$ cat src/rtl/intr_sched_pkg.sv
// Shared types and register map for the machine-level interrupt scheduler.
package intr_sched_pkg;

    typedef enum logic [3:0] {
        IRQ_NONE  = 4'd0,
        IRQ_TIMER = 4'd1,
        IRQ_EXT   = 4'd2
    } irq_code_e;

    typedef enum logic [1:0] {
        IDLE,
        REQ,
        SERVICE
    } state_e;

    localparam logic [2:0] ADDR_MTIME_LO    = 3'd0;
    localparam logic [2:0] ADDR_MTIME_HI    = 3'd1;
    localparam logic [2:0] ADDR_MTIMECMP_LO = 3'd2;
    localparam logic [2:0] ADDR_MTIMECMP_HI = 3'd3;
    localparam logic [2:0] ADDR_CTRL        = 3'd4;
    localparam logic [2:0] ADDR_ENABLE      = 3'd5;
    localparam logic [2:0] ADDR_PENDING     = 3'd6;
    localparam logic [2:0] ADDR_CLAIM       = 3'd7;

endpackage

$ cat src/rtl/intr_prio_pick.sv
// External-source winner selection. `INTR_ROUND_ROBIN_EN selects rotating priority
// starting after last_id; otherwise the lowest pending index wins.
module intr_prio_pick #(
    parameter int NSRC = 8
) (
    input  logic [NSRC-1:0]         pend,
    input  logic [$clog2(NSRC)-1:0] last_id,
    output logic                    valid,
    output logic [$clog2(NSRC)-1:0] id
);
    localparam int IDW = $clog2(NSRC);

    assign valid = |pend;

`ifdef INTR_ROUND_ROBIN_EN
    logic           found;
    logic [IDW-1:0] idx;

    always_comb begin
        id    = '0;
        found = 1'b0;
        idx   = '0;
        // Walk NSRC slots starting just after last_id; the last slot is last_id itself.
        for (int k = 1; k <= NSRC; k++) begin
            idx = IDW'((int'(last_id) + k) % NSRC);
            if (!found && pend[idx]) begin
                found = 1'b1;
                id    = idx;
            end
        end
    end
`else
    logic unused_last;
    assign unused_last = ^last_id;

    always_comb begin
        id = '0;
        for (int i = NSRC - 1; i >= 0; i--) begin
            if (pend[i]) id = IDW'(i);
        end
    end
`endif

endmodule

$ cat src/rtl/intr_sched_ctrl.sv
// Machine interrupt scheduler: mtime/mtimecmp timer, edge-latched external sources,
// single-winner request FSM. Build macro INTR_ROUND_ROBIN_EN enables rotating priority.
module intr_sched_ctrl
    import intr_sched_pkg::*;
#(
    parameter int NSRC     = 8,
    parameter int PRESCALE = 1
) (
    input  logic                    clk,
    input  logic                    rst,
    input  logic [NSRC-1:0]         src_irq,
    input  logic                    cfg_we,
    input  logic [2:0]              cfg_addr,
    input  logic [31:0]             cfg_wdata,
    output logic [31:0]             cfg_rdata,
    input  logic                    trap_ack,
    input  logic                    mret,
    output logic [3:0]              irq_code,
    output logic [$clog2(NSRC)-1:0] claim_id
);
    localparam int IDW = $clog2(NSRC);
    localparam int PSW = (PRESCALE > 1) ? $clog2(PRESCALE) : 1;

    logic [PSW-1:0]  ps_cnt;
    logic            tick;
    logic [63:0]     mtime;
    logic [63:0]     mtimecmp;
    logic            timer_en;
    logic            timer_pend;
    logic [NSRC-1:0] enable;
    logic [NSRC-1:0] pending;
    logic [NSRC-1:0] sync_p0, sync_p1, sync_p2;
    logic [NSRC-1:0] rise;
    logic [NSRC-1:0] w1c;
    logic [NSRC-1:0] ack_clr;
    logic            pick_vld;
    logic [IDW-1:0]  pick_id;

    state_e          state_q, state_d;
    irq_code_e       code_q, code_d;
    logic [IDW-1:0]  claim_q, claim_d;
    logic [IDW-1:0]  last_q, last_d;

    assign tick       = (ps_cnt == PSW'(PRESCALE - 1));
    assign timer_pend = timer_en && (mtime >= mtimecmp);

    // Register writes take priority over the free-running increment.
    always_ff @(posedge clk) begin
        if (rst) begin
            ps_cnt   <= '0;
            mtime    <= '0;
            mtimecmp <= '1;
            timer_en <= 1'b0;
            enable   <= '0;
        end else begin
            ps_cnt <= tick ? '0 : ps_cnt + PSW'(1);
            if (cfg_we && cfg_addr == ADDR_MTIME_LO)      mtime[31:0]  <= cfg_wdata;
            else if (cfg_we && cfg_addr == ADDR_MTIME_HI) mtime[63:32] <= cfg_wdata;
            else if (tick)                                mtime        <= mtime + 64'd1;
            if (cfg_we && cfg_addr == ADDR_MTIMECMP_LO) mtimecmp[31:0]  <= cfg_wdata;
            if (cfg_we && cfg_addr == ADDR_MTIMECMP_HI) mtimecmp[63:32] <= cfg_wdata;
            if (cfg_we && cfg_addr == ADDR_CTRL)        timer_en        <= cfg_wdata[0];
            if (cfg_we && cfg_addr == ADDR_ENABLE)      enable          <= cfg_wdata[NSRC-1:0];
        end
    end

    // Source synchroniser (p0/p1) and edge-history stage (p2).
    always_ff @(posedge clk) begin
        if (rst) begin
            sync_p0 <= '0;
            sync_p1 <= '0;
            sync_p2 <= '0;
            pending <= '0;
        end else begin
            sync_p0 <= src_irq;
            sync_p1 <= sync_p0;
            sync_p2 <= sync_p1;
            pending <= (pending & ~w1c & ~ack_clr) | rise;
        end
    end

    assign rise = sync_p1 & ~sync_p2;
    assign w1c  = (cfg_we && cfg_addr == ADDR_PENDING) ? cfg_wdata[NSRC-1:0] : '0;

    intr_prio_pick #(.NSRC(NSRC)) u_pick (
        .pend    (pending & enable),
        .last_id (last_q),
        .valid   (pick_vld),
        .id      (pick_id)
    );

    always_ff @(posedge clk) begin
        if (rst) begin
            state_q <= IDLE;
            code_q  <= IRQ_NONE;
            claim_q <= '0;
            last_q  <= IDW'(NSRC - 1);
        end else begin
            state_q <= state_d;
            code_q  <= code_d;
            claim_q <= claim_d;
            last_q  <= last_d;
        end
    end

    always_comb begin
        state_d = state_q;
        code_d  = code_q;
        claim_d = claim_q;
        last_d  = last_q;
        ack_clr = '0;
        case (state_q)
            IDLE: begin
                if (timer_pend) begin
                    state_d = REQ;
                    code_d  = IRQ_TIMER;
                end else if (pick_vld) begin
                    state_d = REQ;
                    code_d  = IRQ_EXT;
                    claim_d = pick_id;
                end
            end
            REQ: begin
                if (trap_ack) begin
                    state_d = SERVICE;
                    if (code_q == IRQ_EXT) begin
                        ack_clr[claim_q] = 1'b1;
                        last_d           = claim_q;
                    end
                end
            end
            SERVICE: begin
                if (mret) state_d = IDLE;
            end
            default: state_d = IDLE;
        endcase
    end

    assign irq_code = (state_q == REQ) ? code_q : IRQ_NONE;
    assign claim_id = claim_q;

    always_comb begin
        cfg_rdata = '0;
        case (cfg_addr)
            ADDR_MTIME_LO:    cfg_rdata = mtime[31:0];
            ADDR_MTIME_HI:    cfg_rdata = mtime[63:32];
            ADDR_MTIMECMP_LO: cfg_rdata = mtimecmp[31:0];
            ADDR_MTIMECMP_HI: cfg_rdata = mtimecmp[63:32];
            ADDR_CTRL:        cfg_rdata = {31'd0, timer_en};
            ADDR_ENABLE:      cfg_rdata = 32'(enable);
            ADDR_PENDING:     cfg_rdata = 32'(pending);
            ADDR_CLAIM:       cfg_rdata = {state_q == SERVICE, 31'(claim_q)};
            default:          cfg_rdata = '0;
        endcase
    end

endmodule
$ cat config.mk
export PLATFORM = sky130hd
export DESIGN_NAME = intr_sched_ctrl
export DESIGN_NICKNAME = d
export VERILOG_FILES = /design/src/rtl/intr_sched_pkg.sv /design/src/rtl/intr_prio_pick.sv /design/src/rtl/intr_sched_ctrl.sv
export SDC_FILE = /design/constraint.sdc
export NUM_CORES = 1
export LEC_CHECK = 0
export CAP_MARGIN = 20
export CORE_AREA = 8 8 174 176
export CTS_CLUSTER_DIAMETER = 100
export DETAILED_ROUTE_END_ITERATION = 8
export DIE_AREA = 0 0 182 184
export PLACE_DENSITY = 0.62
export SLEW_MARGIN = 15
export SYNTH_ARGS = -nofsm -noshare
export SYNTH_HDL_FRONTEND = slang
export SYNTH_SLANG_ARGS = --single-unit
export TNS_END_PERCENT = 1
$ cat constraint.sdc
create_clock -name clk -period 2.7 [get_ports clk]
set_input_delay 0.27 -clock clk [delete_from_list [all_inputs] [get_ports clk]]
set_output_delay 0.27 -clock clk [all_outputs]
set_load 0.02 [all_outputs]
======== Yosys cells after proc, flatten, opt, wreduce, memory -nomap -nowiden ========
Index checks and enable logic that the tools add are counted.
operators by class
  add/sub/neg operators ................... 2
  eq/ne operators ......................... 16
  bitwise gates (word level) .............. 11
  multiplexer cells ....................... 27
  $lt $le $gt $ge ......................... 3
  reduce and logical (&&, ||, !) cells .... 19
operators with widths
  cell                                                                   number
  32-bit one-hot mux with 8 select lines                                 1
  32-bit 2-to-1 mux                                                      3
  64-bit by 1-bit adder with 64-bit output, second input constant        1
  64-bit >= comparator                                                   1
  64-bit 2-to-1 mux                                                      1
  8-bit bitwise AND                                                      4
  8-bit 2-to-1 mux                                                       4
  3-bit 2-to-1 mux                                                       8
  8-bit inverter                                                         3
  3-bit equality test, second input constant                             4
  4-bit 2-to-1 mux                                                       3
  1-bit logical AND                                                      9
  2-bit 2-to-1 mux                                                       4
  8-bit bitwise OR                                                       1
  8-bit OR reduction                                                     1
  3-bit by 2-bit equality test with 1-bit output, second input constant  2
  2-bit != test, second input constant                                   3
  2-bit one-hot mux with 3 select lines                                  1
  2-bit AND reduction                                                    3
  3-bit AND reduction                                                    2
  4-bit by 2-bit equality test with 1-bit output, second input constant  1
  3-bit by 4-bit < comparator with 1-bit output, second input constant   1
  2-bit by 1-bit != test with 1-bit output, second input constant        2
  1-bit demux with 3-bit select                                          1
  other kinds (12)                                                       14
storage, ports and cells
  input bits .............................. 48
  bits in registers ....................... 179
  output and inout port bits .............. 39
  word-level logic and storage cells ...... 92

======== Depth between registers and ports, before layout ========
  word-level depth ........................ 10
  mapped depth ............................ 10
  mapped depth without buffers ............ 9

======== By module ========
A second synthesis with hierarchy kept.
unflattened totals
  cell total of the unflattened synthesis .. 1,371
  area, all modules ....................... 10,954.3 µm²
modules (own cells, without submodules)
  module           cells each  instances  area each (µm²)  sequential area each (µm²)
  intr_sched_ctrl  1,358       1          10,872.9         3,603.5
  intr_prio_pick   13          1          81.3             0.0

======== Worst setup path after synthesis ========
No wires, ideal clock.
  kind .................................... reg2reg
  start point ............................. register mtime[19]
  end point ............................... register mtime[57]
  path buffers ............................ 3
  library setup time ...................... 74 ps
  stages on the path, launching flop included .. 11
  arrival ................................. 2,406 ps
  data required time ...................... 2,626 ps
  slack ................................... 220 ps
  period minus slack after synthesis ...... 2,480 ps
  path through ............................ dfxtp_1 > and4_1 > buf_6 > nand4_4 > buf_6 > or4_1 > buf_2 > nor4_4 > nand3_2 > or3_1 > a31oi_1
on the way
  word-level cells in the longest chain between the ends .. 3
ends and longest elaborated chain
  item                                      RTL line               text
  start: declaration                        intr_sched_ctrl.sv:26  logic [63:0] mtime;
  start signal: assignment                  intr_sched_ctrl.sv:57  if (cfg_we && cfg_addr == ADDR_MTIME_LO) mtime[31:0] <= cfg_wdata;
  start signal: assignment                  intr_sched_ctrl.sv:59  else if (tick) mtime <= mtime + 64'd1;
  64-bit by 1-bit adder with 64-bit output  intr_sched_ctrl.sv:59
  64-bit 2-to-1 mux                         intr_sched_ctrl.sv:59
  32-bit 2-to-1 mux                         intr_sched_ctrl.sv:58  else if (cfg_we && cfg_addr == ADDR_MTIME_HI) mtime[63:32] <= cfg_wdata;
Every way passes these cells. The select of a mux whose other input is x is not followed.
A chain may end at the register's enable or synchronous reset.

======== Final worst setup path ========
  start point ............................. input cfg_addr[2]
  end point ............................... output cfg_rdata[0]
on the way
  word-level cells in the longest chain between the ends .. 2
  elaborated cells between the ends (all ways) .. 9
  classes of those cells .................. eq/ne: 7; mux: 1; reduce/logical: 1
ends and longest elaborated chain
  item                                               RTL line                text
  start: declaration                                 intr_sched_ctrl.sv:13   input logic [2:0] cfg_addr,
  3-bit equality test, or another cell as far along  intr_sched_ctrl.sv:144  case (cfg_addr)
  32-bit one-hot mux with 8 select lines *           intr_sched_ctrl.sv:144
  end: declaration                                   intr_sched_ctrl.sv:15   output logic [31:0] cfg_rdata,
Mark *: on every way between the ends. The rest lies on a longest branch, timed or not.

==> impl_metrics.yaml <==
floorplanning:
  rows: 61
  die_h_um: 184
  die_area_um2: 33500
  chipWidth_um: 182
  coreArea_um2: 27500
  initial_utilization: 0.392
  num_io_pins: 87
status:
  outcome: "complete, no violations"
global_routing:
  grt_pass1_vias: 10200
  antenna_found_initial: 2
  track_usage: 0.210
  grt_max_degree: 70
  grt-ovfl-total: 0
  grt_pass1_wl_um: 56000
logic_synthesis:
  avgSynthCellArea_um2: 8.04
  synth-edff-count: 0
  synth_cells: 1341
  synth_area_leaders: "dfxtp_1, ha_1, nand2_1, a21oi_1, mux4_2"
  synthesis.area_um2: 10800
  synth_top_area_share: 0.329
  yosysSeqAreaShare: 0.329
  ys_warn_count: 0
  yosysUniqueCellTypes: 78
  synth-seq-cells: 177
  synthArstFlopShare: 0
  yosysTopAreaCell: "dfxtp_1"
  synthFlopType: "dfxtp_1"
min_path:
  min_path_type: "input pin to flip-flop"
routing:
  drt-total-wl_um: 35300
  ant_nets: 0
  vias: 10700
  viasPerCell: 5.87
  wl_per_cell_um: 19.4
  first_iter_violations: 1001
  firstDrtPassIters: 6
  drc: 0
clocking:
  cts_tree: "done"
  hold_buffers: 0
  cts_buffers: 17
  cts.sinks: 177
  cts_max_level: 4
  root_buffer: "clkbuf_16"
  clock_latency_ns: 0.44
  ctsLongestPathBuffers: 2
  clk_transition_reported_paths_ns: 0.09
cells_and_area:
  fin_area_um2: 13200
  antenna_cells: 0
  final_nets: 1573
  layout-drive-gt1-share: 0.142
  area_growth_pct: 22.5
worst_setup_path:
  cp_data_arrival_time_ns: 2.33
  cp_slowest_cell: "clkdlybuf4s50_1"
  cp-end-kind: "output pin"
  critical_path.max_fanout: 20
  startpoint_type: "input pin"
  slowest_delay_ns: 0.60
  criticalPathCategory: "input pin to output pin"
  critical_path.cell_chain: "clkdlybuf4s50_1 -> buf_12 -> a21oi_1 -> a21oi_1 -> o32ai_1 -> o21ai_0 -> nand2_1 -> clkdlybuf4s50_1"
  crit_required_ns: 2.43
  reg2reg_slack_ns: 0.1
sta:
  worst_slew_pin_slew_ns: 0.618
  finalCritPeriodShare: 0.963
  max_freq_mhz: 385
  rsz0062_at_grt: "true"
  setup_viol: 0
  maxSlewHeadroom: 0.583
  finalHoldViolCount: 0
  period_minus_slack_ns: 2.60
  fin_skew_ns: 0.0145
  maxSlewViolCount: 0
power:
  p_leak_nw: 5.58
  ir_drop_uv: 407
  total_power_mw: 6.21
  power.density_nw_per_um2: 471
flow_run:
  maxCapViolations: 0
place:
  dpl.hpwl_um: 26300
  dpl-instance-area_um2: 12500
  placement.io_buffers: 84
  gp_congestion: 0.887
## cell usage after synthesis, drive strengths merged (5+ instances only)
| cell | number |
|---|---|
| or3 | 8 |
| a22oi | 17 |
| or4 | 5 |
| nand4 | 28 |
| a21o | 6 |
| nor4 | 15 |
| nand3 | 49 |
| dfxtp | 177 |
| a211oi | 23 |
| nand2 | 184 |
| and3 | 17 |
| mux2i | 10 |
| a31o | 6 |
| a21oi | 109 |
| o31ai | 11 |
| nor3 | 25 |
| nor2b | 31 |
| o211ai | 68 |
| a31oi | 18 |
| inv | 80 |
| ha | 65 |
| o21ai | 76 |
| o22ai | 8 |
| and2 | 33 |
| clkbuf | 76 |
| mux2 | 5 |
| buf | 16 |
| nor2 | 84 |
| a221oi | 6 |
| mux4 | 23 |
| and4 | 5 |
## final cells by class
type / instances / area (µm²)
flip-flops and latches: 177 / 3550
repair buffers: 191 / 1740
multi-input cells: 992 / 6540
fillers: 2674 / 14300
well taps: 346 / 433
inverters: 81 / 304
clock buffers: 17 / 425
clock inverters: 15 / 206
## path summary, 6_finish.rpt
check,depth (start not counted),to,startpoint
hold / removal,2,sync_p0[1],rst
setup reg to reg,8,mtime[38],mtime[13]
setup / recovery,8,cfg_rdata[0],cfg_addr[2]
hold reg to reg,1,pending[6],sync_p2[6]
## state kept, by name, indices dropped and copies added, names as in the netlist
| signal | flops |
|---|---|
| code_q | 2 |
| state_q | 2 |
| mtime | 64 |
| sync_p0 | 8 |
| ps_cnt | 1 |
| sync_p1 | 8 |
| enable | 8 |
| claim_id | 3 |
| mtimecmp | 64 |
| sync_p2 | 8 |
| pending | 8 |
| timer_en | 1 |
## where the power goes
part | internal [mW] | switching (mW)
Clock | 1.28 | 1.32
Sequential | 2.69 | 0.0631
Combinational | 0.376 | 0.485
## per-layer routing
layer	track usage	share of wire	wire length [µm]	up-vias
li1	-	-	-	5147
met3	0.0449	0.067	2360	68
met5	0	0.00042	15	-
met2	0.333	0.45	16000	404
met1	0.278	0.45	16000	5057
met4	0.0741	0.024	859	2
## worst max-delay path, delay by kind of cell
| kind | cells | cell delay (ns) |
|---|---|---|
| buffers and inverters | 3 | 1.31 |
| AOI/OAI and AO/OA | 4 | 0.66 |
| and+or+nand+nor | 1 | 0.08 |
## what timing repair did
item | CTS | global route
endpoints found under the setup margin | 0 | 12
gates resized for setup | 0 | 10
buffers inserted | 0 | 0
## through the flow
stage / instances / setup WS, ns / hold WS [ns] / util / setup TNS [ns]
2_1_floorplan: 1343 / 0.220 / 0.349 / - / 0
3_3_place_gp: 1787 / 0.0973 / 0.402 / 0.456 / 0
3_5_place_dp: 1787 / 0.0597 / 0.410 / 0.456 / 0
4_1_cts: 1819 / 0.0295 / 0.162 / 0.479 / 0
5_1_grt: 1819 / -0.0345 / 0.160 / 0.481 / -0.0446
6_report: 1819 / 0.0996 / 0.173 / 0.481 / 0
## layout by cell type, fill, tap and decap left out, types with 31 or more instances in the layout
| cell type | instances |
|---|---|
| ha_1 | 65 |
| o21ai_0 | 75 |
| a21oi_1 | 107 |
| nor2b_1 | 31 |
| and2_1 | 33 |
| dfxtp_1 | 174 |
| nor2_1 | 82 |
| buf_4 | 99 |
| o211ai_1 | 68 |
| nand2_1 | 184 |
| nand3_1 | 48 |
| inv_1 | 79 |
| clkdlybuf4s50_1 | 81 |
## kinds of logic after synthesis
| logic type | Yosys count | share of synthesized area |
|---|---|---|
| and+or+nand+nor | 498 | 0.230 |
| AOI/OAI and AO/OA | 388 | 0.233 |
| DFF | 177 | 0.329 |
| buffers and inverters | 174 | 0.0701 |
| adders and majority gates | 65 | 0.0754 |
| muxes | 38 | 0.0626 |
| other | 1 | 0.000348 |
Note: power is estimated with default switching activity, not from simulation.
